[src/rtl/link_control_if.sv]
// Signal bundle between the Link sequencer (slave side) and the input/datapath logic (master side).
interface link_control_if;
    logic       frame_tick;
    logic       btn_up, btn_down, btn_left, btn_right, btn_attack;
    logic [7:0] link_x, link_y;
    logic       draw_done;
    logic       init, idle, attack;
    logic       move_up, move_down, move_left, move_right;
    logic       draw_char, frame_done, frame_overrun, draw_error;

    modport master (
        output frame_tick, btn_up, btn_down, btn_left, btn_right, btn_attack,
        output link_x, link_y, draw_done,
        input  init, idle, attack, move_up, move_down, move_left, move_right,
        input  draw_char, frame_done, frame_overrun, draw_error
    );

    modport slave (
        input  frame_tick, btn_up, btn_down, btn_left, btn_right, btn_attack,
        input  link_x, link_y, draw_done,
        output init, idle, attack, move_up, move_down, move_left, move_right,
        output draw_char, frame_done, frame_overrun, draw_error
    );
endinterface

[src/rtl/link_control.sv]
// Link character sequencer: frame-paced move/attack strobes with map-edge clamping and draw handshake.
// Optional draw watchdog enabled by defining LINK_DRAW_TIMEOUT_EN.
module link_control #(
    parameter int MAP_W         = 256,
    parameter int MAP_H         = 176,
    parameter int SPRITE        = 16,
    parameter int ATTACK_FRAMES = 8,
    parameter int TIMEOUT_CYC   = 1024
) (
    input  logic           clock,
    input  logic           reset,
    link_control_if.slave  lc
);
    localparam logic [8:0] MAX_X    = 9'(MAP_W - SPRITE);
    localparam logic [8:0] MAX_Y    = 9'(MAP_H - SPRITE);
    localparam logic [7:0] ATK_LOAD = 8'(ATTACK_FRAMES - 1);

    // Reject configurations the counters cannot represent.
    if (ATTACK_FRAMES < 1 || ATTACK_FRAMES > 255 || TIMEOUT_CYC < 1) begin : g_bad_param
        $error("link_control: parameter out of range");
    end

    typedef enum logic [2:0] {
        S_RESET, S_INIT, S_WAIT, S_DECIDE, S_ATK, S_MOVE, S_DRAW, S_FIN
    } state_t;

    state_t     state;
    logic [7:0] atk_cnt;
    logic       init_r, idle_r, attack_r, draw_r, done_r, overrun_r;
    logic [3:0] move_r;     // {up, down, left, right}
    logic [3:0] move_sel;
    logic       any_move;

    // Highest-priority pressed direction wins; if it is clamped, nothing moves.
    always_comb begin
        move_sel = 4'b0000;
        if (lc.btn_up)
            move_sel = ({1'b0, lc.link_y} != 9'd0)  ? 4'b1000 : 4'b0000;
        else if (lc.btn_down)
            move_sel = ({1'b0, lc.link_y} <  MAX_Y) ? 4'b0100 : 4'b0000;
        else if (lc.btn_left)
            move_sel = ({1'b0, lc.link_x} != 9'd0)  ? 4'b0010 : 4'b0000;
        else if (lc.btn_right)
            move_sel = ({1'b0, lc.link_x} <  MAX_X) ? 4'b0001 : 4'b0000;
    end

    assign any_move = lc.btn_up | lc.btn_down | lc.btn_left | lc.btn_right;

`ifdef LINK_DRAW_TIMEOUT_EN
    localparam int TW = $clog2(TIMEOUT_CYC) + 1;
    logic [TW-1:0] draw_cyc;
    logic          draw_err_r;
`endif

    always_ff @(posedge clock or posedge reset) begin
        if (reset) begin
            state     <= S_RESET;
            atk_cnt   <= 8'd0;
            init_r    <= 1'b0;
            idle_r    <= 1'b0;
            attack_r  <= 1'b0;
            move_r    <= 4'b0000;
            draw_r    <= 1'b0;
            done_r    <= 1'b0;
            overrun_r <= 1'b0;
`ifdef LINK_DRAW_TIMEOUT_EN
            draw_cyc   <= '0;
            draw_err_r <= 1'b0;
`endif
        end else begin
            // Outputs are registered alongside the state they belong to.
            init_r   <= 1'b0;
            idle_r   <= 1'b0;
            attack_r <= 1'b0;
            move_r   <= 4'b0000;
            draw_r   <= 1'b0;
            done_r   <= 1'b0;

            if (lc.frame_tick && state != S_WAIT)
                overrun_r <= 1'b1;

`ifdef LINK_DRAW_TIMEOUT_EN
            if (state != S_DRAW)
                draw_cyc <= '0;
`endif

            case (state)
                S_RESET: begin
                    state  <= S_INIT;
                    init_r <= 1'b1;
                end
                S_INIT: begin
                    state  <= S_DRAW;
                    draw_r <= 1'b1;
                end
                S_WAIT: begin
                    if (lc.frame_tick) state <= S_DECIDE;
                    else               idle_r <= 1'b1;
                end
                S_DECIDE: begin
                    if (atk_cnt != 8'd0) begin
                        atk_cnt  <= atk_cnt - 8'd1;
                        state    <= S_ATK;
                        attack_r <= 1'b1;
                    end else if (lc.btn_attack) begin
                        atk_cnt  <= ATK_LOAD;
                        state    <= S_ATK;
                        attack_r <= 1'b1;
                    end else if (any_move) begin
                        state  <= S_MOVE;
                        move_r <= move_sel;
                    end else begin
                        state  <= S_DRAW;
                        draw_r <= 1'b1;
                    end
                end
                S_ATK, S_MOVE: begin
                    state  <= S_DRAW;
                    draw_r <= 1'b1;
                end
                S_DRAW: begin
                    if (lc.draw_done) begin
                        state  <= S_FIN;
                        done_r <= 1'b1;
`ifdef LINK_DRAW_TIMEOUT_EN
                    end else if (draw_cyc == TW'(TIMEOUT_CYC - 1)) begin
                        state      <= S_FIN;
                        done_r     <= 1'b1;
                        draw_err_r <= 1'b1;
                    end else begin
                        draw_cyc <= draw_cyc + 1'b1;
                        draw_r   <= 1'b1;
`else
                    end else begin
                        draw_r <= 1'b1;
`endif
                    end
                end
                S_FIN: begin
                    state  <= S_WAIT;
                    idle_r <= 1'b1;
                end
                default: state <= S_RESET;
            endcase
        end
    end

    assign lc.init          = init_r;
    assign lc.idle          = idle_r;
    assign lc.attack        = attack_r;
    assign lc.move_up       = move_r[3];
    assign lc.move_down     = move_r[2];
    assign lc.move_left     = move_r[1];
    assign lc.move_right    = move_r[0];
    assign lc.draw_char     = draw_r;
    assign lc.frame_done    = done_r;
    assign lc.frame_overrun = overrun_r;
`ifdef LINK_DRAW_TIMEOUT_EN
    assign lc.draw_error    = draw_err_r;
`else
    assign lc.draw_error    = 1'b0;
`endif
endmodule

[src/flat_wrapper.sv]
// flat-port wrapper written by rule: the top's interface ports become plain ports
module link_control_flat 
#(
    parameter int MAP_W         = 256,
    parameter int MAP_H         = 176,
    parameter int SPRITE        = 16,
    parameter int ATTACK_FRAMES = 8,
    parameter int TIMEOUT_CYC   = 1024
)
  (clock, reset, lc_frame_tick, lc_btn_up, lc_btn_down, lc_btn_left, lc_btn_right, lc_btn_attack, lc_link_x, lc_link_y, lc_draw_done, lc_init, lc_idle, lc_attack, lc_move_up, lc_move_down, lc_move_left, lc_move_right, lc_draw_char, lc_frame_done, lc_frame_overrun, lc_draw_error);
  link_control_if lc_i ();
  input  logic clock;
  input  logic reset;
  input wire logic [$bits(lc_i.frame_tick)-1:0] lc_frame_tick;
  input wire logic [$bits(lc_i.btn_up)-1:0] lc_btn_up;
  input wire logic [$bits(lc_i.btn_down)-1:0] lc_btn_down;
  input wire logic [$bits(lc_i.btn_left)-1:0] lc_btn_left;
  input wire logic [$bits(lc_i.btn_right)-1:0] lc_btn_right;
  input wire logic [$bits(lc_i.btn_attack)-1:0] lc_btn_attack;
  input wire logic [$bits(lc_i.link_x)-1:0] lc_link_x;
  input wire logic [$bits(lc_i.link_y)-1:0] lc_link_y;
  input wire logic [$bits(lc_i.draw_done)-1:0] lc_draw_done;
  output wire logic [$bits(lc_i.init)-1:0] lc_init;
  output wire logic [$bits(lc_i.idle)-1:0] lc_idle;
  output wire logic [$bits(lc_i.attack)-1:0] lc_attack;
  output wire logic [$bits(lc_i.move_up)-1:0] lc_move_up;
  output wire logic [$bits(lc_i.move_down)-1:0] lc_move_down;
  output wire logic [$bits(lc_i.move_left)-1:0] lc_move_left;
  output wire logic [$bits(lc_i.move_right)-1:0] lc_move_right;
  output wire logic [$bits(lc_i.draw_char)-1:0] lc_draw_char;
  output wire logic [$bits(lc_i.frame_done)-1:0] lc_frame_done;
  output wire logic [$bits(lc_i.frame_overrun)-1:0] lc_frame_overrun;
  output wire logic [$bits(lc_i.draw_error)-1:0] lc_draw_error;
  assign lc_i.frame_tick = lc_frame_tick;
  assign lc_i.btn_up = lc_btn_up;
  assign lc_i.btn_down = lc_btn_down;
  assign lc_i.btn_left = lc_btn_left;
  assign lc_i.btn_right = lc_btn_right;
  assign lc_i.btn_attack = lc_btn_attack;
  assign lc_i.link_x = lc_link_x;
  assign lc_i.link_y = lc_link_y;
  assign lc_i.draw_done = lc_draw_done;
  assign lc_init = lc_i.init;
  assign lc_idle = lc_i.idle;
  assign lc_attack = lc_i.attack;
  assign lc_move_up = lc_i.move_up;
  assign lc_move_down = lc_i.move_down;
  assign lc_move_left = lc_i.move_left;
  assign lc_move_right = lc_i.move_right;
  assign lc_draw_char = lc_i.draw_char;
  assign lc_frame_done = lc_i.frame_done;
  assign lc_frame_overrun = lc_i.frame_overrun;
  assign lc_draw_error = lc_i.draw_error;
  link_control #(.MAP_W(MAP_W), .MAP_H(MAP_H), .SPRITE(SPRITE), .ATTACK_FRAMES(ATTACK_FRAMES), .TIMEOUT_CYC(TIMEOUT_CYC)) u_core (.clock(clock), .reset(reset), .lc(lc_i));
endmodule
[config.mk]
export PLATFORM = sky130hd
export DESIGN_NAME = link_control_flat
export DESIGN_NICKNAME = d
export VERILOG_FILES = /design/src/rtl/link_control_if.sv /design/src/rtl/link_control.sv /design/src/flat_wrapper.sv
export SDC_FILE = /design/constraint.sdc
export NUM_CORES = 1
export LEC_CHECK = 0
export ABC_AREA = 1
export CAP_MARGIN = 20
export CORE_UTILIZATION = 47
export DETAILED_ROUTE_END_ITERATION = 8
export GPL_TIMING_DRIVEN = 0
export MAX_ROUTING_LAYER = met4
export PLACE_DENSITY = 0.8
export SLEW_MARGIN = 20
export SYNTH_ARGS = -nofsm -noshare
export SYNTH_HDL_FRONTEND = slang
export SYNTH_SLANG_ARGS = --single-unit
export TNS_END_PERCENT = 30
[constraint.sdc]
create_clock -name clock -period 3.4 [get_ports clock]
set_input_delay 0.34 -clock clock [delete_from_list [all_inputs] [get_ports clock]]
set_output_delay 0.34 -clock clock [all_outputs]
set_load 0.05 [all_outputs]
==> run metrics, run 1 <==
PnR Total Power 1.17 mW; critical path's top delay family buffers and inverters; DRC 0; Mapped Avg Cell Area 8.21 sq um; Worst EP arrival 1470 ps; internal reg-to-reg setup slack 1900 ps; Clock Sinks 21; Least-Margin Pin Slew 775 ps; class of the worst hold path in -> async; Cells after Synth 145; clock share of power 10.0%; ratio of cells with drive above 1 in the final layout 12.0%; count of unique library cells instantiated by Yosys 26; syn nets 172; RR Startpoint u_core.atk_cnt[0]$_DFFE_PP0P_; sequential group share of total power 36.2%; switching share of power 47.1%; Final Critical Period 1810 ps; CTS Buf Count 3; Detailed Route Iter0 Violations 21; Horiz. Die Dim 52.3 microns; Cell Int Power 618 uW; initial antenna violation count 0; gr usage total 20.7%; CTS resizes 0; post-layout net count 211; first-pass GRT wire length 4130 microns; crit path max fanout 2; vias in the first global route 1,050; placed insts 207; setup_tns 0 ps; Worst EP required 3060 ps; Routed WL per cell 11.5 microns; n_diodes 0; Largest stage delay, worst path 800 ps; grt total ovfl 0; fmax 0.553 GHz; routed via count 1,082; Post-CTS Setup Repair Bufs 0; RSZ-0062 raised after global routing false; Max Slew Vio Count 0; Rel. slew slack 48.3%; P_sw 550 uW; CTS tree built; I/O pin total 36; Synth Cell Area 1190 sq um; GPL Wtd Cong 0.815; row cnt 17; nature of the critical path startpoint register; register area share after synthesis 44.2%; Setup violations, final 0; die area 2740 sq um; via/cell ratio 5.13; H-Tree Depth 1; Detailed Routing Iterations Pass 1 4; Starting Density 51.8%; Max Root-Sink Buffers 2; Clock Skew 4.39 ps; core footprint 2300 sq um; WS Path Type reg -> out; WL final 2420 microns; CTS root buffer clkbuf_4; leading area contributor after synthesis dfrtp_1; Yosys reg bits 21; status complete, no violations; Hold-fix buffers, CTS 0; Synth top area share 44.2%; Reg clk slew, reported paths 120 ps; Worst setup EP type output port; largest net degree at the start of global routing 22; combinational power share 53.7%; Async SR Flop Fraction 100%; Post-synth EDFFs 0; Hold Vio Cnt, Final 0; DP HPWL 1950 microns; Power Dens Cells 733 nW/um^2; leakage power 0.754 nW; area grow syn2layout 33.9%; period utilization 53.2%; Post-synth top flop dfrtp_1; Reg2Reg Depth 9; RR Endpoint u_core.atk_cnt[4]$_DFFE_PP0P_; # Max-Cap Violations 0; Antenna Nets Post-Route 0; Peak VDD IR 557 uV; critical path buffer and inverter count 1; post-layout utilization of the core 69.3%; crit path cell chain clkdlybuf4s50_1; Die Ht 52.3 microns; final hold slack 470 ps; top post-synthesis cells by area dfrtp_1, nor2_1, nand2_1; synth warn 0; Non-Filler Instances 211; Setup crit start u_core.lc.frame_overrun$_DFFE_PP0P_; later-pin clock latency in the skew report 300 ps; Slowest-stage cell, CP clkdlybuf4s50_1; port bufs 34
==> stage by stage <==
| stage | cell area, sq um | setup WS, ps |
|---|---|---|
| 2_1_floorplan | 1190 | 2080 |
| 3_3_place_gp | 1570 | 1840 |
| 6_report | 1590 | 1590 |
| 5_1_grt | 1590 | 1540 |
| 4_1_cts | 1590 | 1570 |
| 3_5_place_dp | 1570 | 1820 |
==> cells in the mapped netlist, types with 2 or more instances <==
| library cell | count |
|---|---|
| nand3_1 | 6 |
| o21ai_0 | 7 |
| dfrtp_1 | 21 |
| nor3_1 | 5 |
| inv_1 | 21 |
| nor2_1 | 24 |
| nand3b_1 | 2 |
| ha_1 | 2 |
| nand2_2 | 5 |
| nand4_1 | 9 |
| nand2_4 | 3 |
| nand2_1 | 22 |
| o21ai_2 | 5 |
==> worst max path at each step <==
| stage | endpoint | slack, ps | cells after the start |
|---|---|---|---|
| detailed placement | u_core.state[1]$_DFFE_PP0P_ | 1820 | 6 |
| CTS | lc_frame_overrun | 1570 | 1 |
| finish | lc_frame_overrun | 1590 | 1 |
| global placement | u_core.state[1]$_DFFE_PP0P_ | 1840 | 6 |
| global route | lc_frame_overrun | 1540 | 1 |
| floorplan | u_core.atk_cnt[5]$_DFFE_PP0P_ | 2080 | 9 |
==> cells in the final DEF (no fill, tap or decap), drive strengths merged <==
cell type      netlist  final
xor2                 1      1
buf                  2      2
nor3                 5      5
a21oi                1      1
nand3b               2      2
xnor2                1      1
o21ai               13     13
nor2                27     27
conb                 1      1
clkbuf               0      3
nand4                9      9
ha                   2      2
clkinv               0      1
dfrtp               21     21
clkdlybuf4s50        0     34
o22ai                1      1
a21o                 1      1
o21bai               1      1
nand2               30     30
nand3                6      6
inv                 21     21
==> state kept, by name, summed over array words and instances, names as in the netlist <==
| signal | flops |
|---|---|
| u_core.state | 3 |
| u_core.move_r | 4 |
| u_core.lc.frame_overrun | 1 |
| u_core.atk_cnt | 8 |
| u_core.lc.attack | 1 |
| u_core.lc.init | 1 |
| u_core.lc.idle | 1 |
| u_core.lc.frame_done | 1 |
| u_core.lc.draw_char | 1 |
==> logic make-up after synthesis <==
logic type | count (synthesis) | synth area share, %
XOR/XNOR | 2 | 1.47
flip-flops | 21 | 44.2
AO/OA/AOI/OAI | 17 | 9.25
other | 1 | 0.315
adder cells (fa/ha/maj) | 2 | 2.10
buffers and inverters | 23 | 8.94
AND/OR/NAND/NOR | 79 | 33.8
==> layout make-up <==
cell class / count / area [sq um]
Buffer: 2 / 27.5
Timing Repair Buffer: 34 / 340
Clock inverter: 1 / 5.00
Fill cell: 186 / 704
Inverter: 21 / 78.8
Clock buffer: 3 / 22.5
Multi-Input combinational cell: 101 / 558
Tap cell: 28 / 35.0
Sequential cell: 21 / 526
==> metal layers <==
layer  up-vias  wire length (microns)  global-route usage (%)  share of wire [%]
li1        542                      -                       -                  -
met1       502                   1020                    24.4                 42
met2        38                   1290                    36.3                 53
met3         0                    115                    3.48                4.8
met4         0                      0                    5.26                  0
met5         -                      0                       -                  0
==> power groups by stage <==
| stage | clock (mW) | combinational [mW] | sequential, mW |
|---|---|---|---|
| 3_3_place_gp | 0 | 0.610 | 0.420 |
| 4_1_cts | 0.123 | 0.631 | 0.421 |
| 6_report | 0.117 | 0.628 | 0.423 |
| 5_1_grt | 0.130 | 0.697 | 0.433 |
| 2_1_floorplan | 0 | 0.413 | 0.481 |
| 3_5_place_dp | 0 | 0.630 | 0.426 |
No activity file was read; power rests on OpenSTA's default activity.
==> run 2: changes to the inputs <==
--- a/config.mk
+++ b/config.mk
@@ -7,11 +7,11 @@
 export LEC_CHECK = 0
 export ABC_AREA = 1
 export CAP_MARGIN = 20
-export CORE_UTILIZATION = 47
+export CORE_UTILIZATION = 46
 export DETAILED_ROUTE_END_ITERATION = 8
 export GPL_TIMING_DRIVEN = 0
 export MAX_ROUTING_LAYER = met4
-export PLACE_DENSITY = 0.8
+export PLACE_DENSITY = 0.79
 export SLEW_MARGIN = 20
 export SYNTH_ARGS = -nofsm -noshare
 export SYNTH_HDL_FRONTEND = slang
==> constraint.sdc (replaced) <==
create_clock -name clock -period 1.8 [get_ports clock]
set_input_delay 0.18 -clock clock [delete_from_list [all_inputs] [get_ports clock]]
set_output_delay 0.18 -clock clock [all_outputs]
set_load 0.05 [all_outputs]
==> run 2 against run 1 <==
Effect of this change: die area increased by 2.1%; flip-flop and latch count unchanged; critical path type unchanged; via count decreased by 2.9%; highest routed layer is now met4; largest cell class unchanged.
==> run metrics, run 2 (synthesized netlist as in run 1, its figures left out) <==
status complete, no violations (unchanged); leakage power 0.754 nW (unchanged); initial antenna violation count 0 (unchanged); max reg flops 8 (unchanged); CTS root buffer clkbuf_4 (unchanged); via/cell ratio 4.93 (was 5.13); Slowest-stage cell, CP clkdlybuf4s50_1 (unchanged); crit path max fanout 2 (unchanged); Max Slew Vio Count 0 (unchanged); Setup violations, final 0 (unchanged); area grow syn2layout 34.1% (was 33.9%); Horiz. Die Dim 52.9 microns (was 52.3 microns); port bufs 34 (unchanged); Rel. slew slack 48.2% (was 48.3%); internal reg-to-reg setup slack 350 ps (was 1900 ps); # Max-Cap Violations 0 (unchanged); setup ws final 148 ps (was 1590 ps); Finished Cell Area 1600 sq um (was 1590 sq um); gr usage total 20.4% (was 20.7%); CTS Buf Count 3 (unchanged); post-layout net count 211 (unchanged); WL final 2380 microns (was 2420 microns); I/O pin total 36 (unchanged); Starting Density 48.5% (was 51.8%); final hold slack 311 ps (was 470 ps); commonest non-fill, non-tap cell in the layout clkdlybuf4s50_1 (unchanged); Largest stage delay, worst path 810 ps (was 800 ps); Placement Cell Area 1570 sq um (about the same); RR Endpoint u_core.atk_cnt[3]$_DFFE_PP0P_ (was u_core.atk_cnt[4]$_DFFE_PP0P_); later-pin clock latency in the skew report 300 ps (about the same); first-pass GRT wire length 4150 microns (was 4130 microns); Final Critical Period 1650 ps; Non-Filler Instances 213 (was 211); fmax 0.605 GHz; H-Tree Depth 1 (unchanged); Worst EP required 1620 ps (was 3060 ps); row cnt 18 (was 17); Routed WL per cell 11.2 microns (was 11.5 microns); vias in the first global route 1,030 (was 1,050); Setup Slack @ Placement 361 ps (was 1820 ps); Worst EP arrival 1470 ps (about the same); Post-CTS Setup Repair Bufs 0 (unchanged); grt total ovfl 0 (unchanged); Clock Sinks 21 (unchanged); post-layout utilization of the core 65.0% (was 69.3%); Detailed Route Iter0 Violations 17 (was 21); Worst setup EP type output port (unchanged); Antenna Nets Post-Route 0 (unchanged); core footprint 2450 sq um (was 2300 sq um); Max Root-Sink Buffers 2 (unchanged); GPL Wtd Cong 0.811 (was 0.815); setup_tns 0 ps (unchanged); Reg2Reg Depth 9 (unchanged); Clock Skew 8.26 ps (was 4.39 ps); Reg clk slew, reported paths 120 ps (about the same); Hold Vio Cnt, Final 0 (unchanged); RR Startpoint u_core.atk_cnt[0]$_DFFE_PP0P_ (unchanged); n_diodes 0 (unchanged); class of the worst hold path in -> async (unchanged); WS Path Type reg -> out (unchanged); critical path's top delay family buffers and inverters (unchanged); Detailed Routing Iterations Pass 1 4 (unchanged); CTS tree built (unchanged); nature of the critical path startpoint register (unchanged); Peak VDD IR 940 uV (was 557 uV); critical path buffer and inverter count 1 (unchanged); Reg with most FFs u_core.atk_cnt (unchanged); Power Dens Cells 1380 nW/um^2 (was 733 nW/um^2); crit path cell chain clkdlybuf4s50_1 (unchanged); most frequent cells in the layout clkdlybuf4s50_1, nor2_1, nand2_1 (unchanged); ratio of cells with drive above 1 in the final layout 12.0% (unchanged); PnR Total Power 2.20 mW (was 1.17 mW); placed insts 209 (was 207); routed via count 1,051 (was 1,082); largest net degree at the start of global routing 22 (unchanged); RSZ-0062 raised after global routing false (unchanged); Least-Margin Pin Slew 776 ps (was 775 ps); die area 2790 sq um (was 2740 sq um); DP HPWL 1920 microns (was 1950 microns); top flop regs u_core.atk_cnt x8, u_core.move_r x4, u_core.state x3 (unchanged); CTS resizes 0 (unchanged); period utilization 91.8%; DRC 0 (unchanged); Hold-fix buffers, CTS 0 (unchanged); Die Ht 52.9 microns (was 52.3 microns)
run 2: worst max-delay path by stage:
stage | startpoint | to | slack (ps) | depth (start not counted)
final | u_core.lc.frame_overrun$_DFFE_PP0P_ | lc_frame_overrun | 150 | 1
after global routing | u_core.lc.frame_overrun$_DFFE_PP0P_ | lc_frame_overrun | 100 | 1
after CTS | u_core.lc.frame_overrun$_DFFE_PP0P_ | lc_frame_overrun | 130 | 1
after detailed placement | u_core.atk_cnt[0]$_DFFE_PP0P_ | u_core.atk_cnt[3]$_DFFE_PP0P_ | 360 | 9
after global placement | u_core.atk_cnt[0]$_DFFE_PP0P_ | u_core.atk_cnt[2]$_DFFE_PP0P_ | 370 | 9
after floorplan | u_core.atk_cnt[0]$_DFFE_PP0P_ | u_core.atk_cnt[5]$_DFFE_PP0P_ | 480 | 9
run 2: routing by layer:
layer / GRT usage (%) / routed length, microns / vias up
met5: - / 0 / -
met4: 3.95 / 7 / 0
met3: 3.74 / 98 / 2
met2: 37.8 / 1270 / 25
met1: 22.7 / 1010 / 485
li1: - / - / 539
run 2: layout make-up:
cell class                 count  area (sq um)
fill                         204           860
multi-input combinational    101           558
sequential                    21           526
timing repair buffer          34           340
inverter                      21          78.8
tap                           30          37.5
buffer                         2          27.5
clock buffer                   3          22.5
clock inverter                 1          5.00
run 2: power by group:
group	leakage [nW]	total (mW)	switching, mW	internal [mW]
Sequential	0.266	0.795	0.169	0.626
Combinational	0.470	1.18	0.723	0.460
Clock	0.0177	0.219	0.137	0.0826
Total	0.754	2.20	1.03	1.17
